**config.mk**
```make
export PLATFORM = sky130hd
export DESIGN_NAME = nx_fifo_rd_stage
export DESIGN_NICKNAME = d
export VERILOG_FILES = /design/src/rtl/nx_fifo_rd_stage.sv
export SDC_FILE = /design/constraint.sdc
export NUM_CORES = 1
export LEC_CHECK = 0
export ABC_AREA = 1
export CAP_MARGIN = 20
export CORE_MARGIN = 3
export CORE_UTILIZATION = 50
export CTS_BUF_LIST = sky130_fd_sc_hd__clkbuf_8
export DETAILED_ROUTE_END_ITERATION = 8
export PLACE_DENSITY = 0.87
export SYNTH_ARGS = -nofsm -noshare
export SYNTH_HDL_FRONTEND = slang
export SYNTH_SLANG_ARGS = --single-unit
export TNS_END_PERCENT = 30
```
**constraint.sdc**
```tcl
create_clock -name clk -period 1.8 [get_ports clk]
set_input_delay 0.54 -clock clk [delete_from_list [all_inputs] [get_ports clk]]
set_output_delay 0.54 -clock clk [all_outputs]
set_load 0.03 [all_outputs]
```
**src/rtl/nx_fifo_rd_stage.sv**
```systemverilog
// Two-entry read stage (head + skid) that pops an upstream nx_fifo and presents registered data downstream.
// Optional NX_FIFO_RD_STAGE_STATS_EN adds a 32-bit xfer_cnt output counting accepted transfers.
module nx_fifo_rd_stage #(
  parameter int WIDTH      = 106,
  parameter int DATA_RESET = 1
) (
  input  logic             clk,
  input  logic             rst,
  input  logic             fifo_empty,
  input  logic [WIDTH-1:0] fifo_rdata,
  output logic             fifo_ren,
  input  logic             clear,
  output logic             out_valid,
  input  logic             out_ready,
  output logic [WIDTH-1:0] out_data,
  output logic [1:0]       occ
`ifdef NX_FIFO_RD_STAGE_STATS_EN
  ,
  output logic [31:0]      xfer_cnt
`endif
);

  typedef enum logic [1:0] {
    EMPTY = 2'd0,
    ONE   = 2'd1,
    TWO   = 2'd2
  } state_t;

  state_t           r_state;
  logic             r_valid;
  logic [WIDTH-1:0] r_head;
  logic [WIDTH-1:0] r_skid;

  logic w_push;
  logic w_pop;

  // Pop request depends only on registered occupancy, never on out_ready.
  assign w_push    = !fifo_empty && !clear && !rst && (r_state != TWO);
  assign w_pop     = r_valid && out_ready;
  assign fifo_ren  = w_push;
  assign out_valid = r_valid;
  assign out_data  = r_head;
  assign occ       = r_state;

  always_ff @(posedge clk) begin
    if (rst) begin
      r_state <= EMPTY;
      r_valid <= 1'b0;
      if (DATA_RESET != 0) begin
        r_head <= '0;
        r_skid <= '0;
      end
    end else if (clear) begin
      r_state <= EMPTY;
      r_valid <= 1'b0;
    end else begin
      case (r_state)
        EMPTY: begin
          if (w_push) begin
            r_head  <= fifo_rdata;
            r_state <= ONE;
            r_valid <= 1'b1;
          end
        end
        ONE: begin
          if (w_push && w_pop) begin
            r_head <= fifo_rdata;
          end else if (w_push) begin
            r_skid  <= fifo_rdata;
            r_state <= TWO;
          end else if (w_pop) begin
            r_state <= EMPTY;
            r_valid <= 1'b0;
          end
        end
        TWO: begin
          if (w_pop) begin
            r_head  <= r_skid;
            r_state <= ONE;
          end
        end
        default: begin
          r_state <= EMPTY;
          r_valid <= 1'b0;
        end
      endcase
    end
  end

`ifdef NX_FIFO_RD_STAGE_STATS_EN
  logic [31:0] r_xfer_cnt;

  // Handshakes in a clear cycle still count as delivered.
  always_ff @(posedge clk) begin
    if (rst) begin
      r_xfer_cnt <= '0;
    end else if (w_pop) begin
      r_xfer_cnt <= r_xfer_cnt + 32'd1;
    end
  end

  assign xfer_cnt = r_xfer_cnt;
`endif

endmodule

```
==> results of run 1 <==
final timing paths:
path | start | slack [ns] | cells after the start | to
hold reg to reg | r_skid[7]$_SDFFE_PP0P_ | 0.44 | 2 | r_skid[7]$_SDFFE_PP0P_
setup / recovery | occ[0]$_SDFFE_PP0P_ | -0.005 | 5 | fifo_ren
setup reg to reg | occ[1]$_SDFFE_PP0P_ | 0.18 | 9 | out_data[52]$_SDFFE_PP0P_
hold / removal | r_skid[7]$_SDFFE_PP0P_ | 0.44 | 2 | r_skid[7]$_SDFFE_PP0P_
synthesized netlist by cell type:
cell      instances  share of area
dfxtp_1         215           0.45
nand2_1         223          0.088
inv_2             5         0.0020
nor2_1          213          0.084
nand2_2           1        0.00066
nor2_4            2         0.0024
buf_1            14         0.0055
clkbuf_1         49          0.019
a21oi_1         109          0.057
o21ai_0         213           0.11
a21boi_0          1        0.00079
inv_1           217          0.086
nand2_4           1         0.0012
buf_2            29          0.015
nand3_1         111          0.058
nor2_2            2         0.0013
buf_4             4         0.0032
nand3_2           2         0.0021
buf_6             6         0.0071
repair_timing:
action,in CTS,in global routing
setup endpoints to repair,110,30
hold buffers,0,0
buffers inserted,1,5
pin swaps,1,4
gates resized for setup,287,36
final cells by class:
cell class,count,area (µm²),share of cell area
clock inverters,19,104,0.00815
inverters,222,843,0.0661
clock buffers,47,647,0.0507
flip-flops and latches,215,4310,0.338
diodes,1,2.50,0.000196
well taps,229,287,0.0225
repair buffers,258,2640,0.207
multi-input cells,878,3920,0.307
stage by stage:
stage	setup TNS, ns	setup slack, ns	util	instances	instance area [µm²]
after detailed placement	-99.99	-0.525	0.657	1797	12000
after CTS	-0.109	-0.109	0.701	1864	12900
final	-0.00545	-0.00545	0.695	1869	12700
after floorplan	0	0.0461	-	1417	9510
after global placement	-85.01	-0.430	0.657	1797	12000
after global routing	-0.0771	-0.0771	0.695	1869	12700
power breakdown:
group	leakage [nW]	switching [mW]	internal (mW)	total (mW)
Clock	0.440	1.90	2.48	4.38
Combinational	3.44	0.787	0.615	1.40
Sequential	1.74	0.0740	4.89	4.97
Total	5.62	2.76	7.99	10.7
flip-flops by register name (all words and copies together), names as in the netlist:
name and cells:
occ 2, out_data 106, out_valid 1, r_skid 106
kinds of logic after synthesis:
group                  Yosys count  synth area share
buffers and inverters          324             0.138
flip-flops                     215             0.453
AO/OA/AOI/OAI                  323             0.170
AND/OR/NAND/NOR                555             0.238
worst register-to-register path, cell delays in order, from the launching register on:
cell     delay (ns)
dfxtp_4        0.41
inv_2          0.05
nand2_1        0.11
inv_2          0.04
nand2_1        0.10
nand3_1        0.12
nor2_4         0.26
buf_12         0.23
nor2_1         0.06
nor2_1         0.15
layer usage:
metal | GRT usage | wire length (µm)
met1 | 0.286 | 10200
met2 | 0.390 | 11800
met3 | 0.0566 | 1940
met4 | 0.0877 | 732
met5 | 0 | 0
placed cells by master, fill, tap and decap left out, drive strengths merged:
master,count
dfxtp,215
nand2,225
dlygate4sd2,3
a21boi,1
buf,43
a21oi,109
clkdlybuf4s15,75
clkinvlp,1
nor2,217
bufinv,1
clkdlybuf4s50,107
o21ai,213
diode,1
clkbuf,77
nand3,113
inv,237
clkinv,2
==> run metrics, run 1 <==
violated checks negative setup slack; Final setup viols 1; Buf+Inv Stages, Crit Path 3; final worst setup slack -0.00545 ns; DP Wirelength between 15 and 20 mm; Clock Tree Buf Depth 3; maximum vdd ir drop around 0.00068 V; CP cell instances inv_4 > nand2_4 > inv_4 > nor2_4 > buf_6; Starting Density 0.518; CP delay by family, top flip-flops; WHS roughly 0.44 ns; wire per inst 13.2 µm; gr ovfl total 0; max_cap viols 0; Final Cycle Share 1.00; clock root buffer master clkbuf_8; Hold Crit Class flop to flop; DRT Wirelength roughly 25 mm; Gate Count Post-Synth 1417; worst-path maximum fanout 3; total number of vias about 9400; initial antenna violation count 1; Seq/Total Area, Yosys 0.453; Die Ht about 140 µm; fin nets between 1500 and 2000; # H-tree levels 2; Pins Over Slew Limit 0; Startpoint Class flop; CP peak stage delay approximately 0.36 ns; Final Power 10.7 mW; die area 20700 µm²; Yosys warning count 0; Crit Path Category flop to output port; Yosys reg bits around 220; fin crit period roughly 1.8 ns; arrival time at the worst endpoint about 1.3 ns; Slew HR 0.726; Fill cells around 1500; Max Fclk 554 MHz; pin count of the biggest net entering global routing 113; PwrDens around 840 nW/µm²; status finished, violations left; clock slew at reported path FFs 0.06 ns; worst slew pin tran between 0.4 and 0.5 ns; RSZ-0062 raised after global routing yes; number of port buffers 220; Top cell by count, worst path inv_4; leakage 5.62 nW; drt pass-1 iters 7; Post-Syn Area around 9500 µm²; Netlist cell types 19; CP max-delay cell dfxtp_4; Layout Skew just under 0.006 ns; synthesized netlist net count around 1500; vias in the first global route approximately 8600; crit end category output port; starting DRC count in detailed routing around 630; Core Box Area about 18000 µm²; total track usage 0.231; Inserted Clock Buffers 37; clock sinks roughly 220; Hold Vio Cnt, Final 0; clock tree from TritonCTS built; Post-Syn Area per Cell 6.70 µm²; DR vias/cell between 5 and 6; routability-driven placement congestion ratio roughly 0.81; drt drc 0; layout cells sized above 1 0.122; first-pass GRT wire length 39.9 mm; # rows between 40 and 50; Critical Path RT roughly 1.3 ns; post-route ant nets 0; area grow syn2layout 34.2%; io pins around 220; die span in x around 140 µm; worst skew pair latency 0.51 ns
Note: power is estimated with default switching activity, not from simulation.
==> run 2: changes to the inputs <==
--- a/config.mk
+++ b/config.mk
@@ -6,11 +6,13 @@
 export NUM_CORES = 1
 export LEC_CHECK = 0
 export ABC_AREA = 1
+export ABC_CLOCK_PERIOD_IN_PS = 1800
 export CAP_MARGIN = 20
 export CORE_MARGIN = 3
 export CORE_UTILIZATION = 50
 export CTS_BUF_LIST = sky130_fd_sc_hd__clkbuf_8
 export DETAILED_ROUTE_END_ITERATION = 8
+export HOLD_SLACK_MARGIN = 0.06
 export PLACE_DENSITY = 0.87
 export SYNTH_ARGS = -nofsm -noshare
 export SYNTH_HDL_FRONTEND = slang
==> results of run 2 <==
Same layout as run 1: the final DEF is identical, and so are final timing and power.
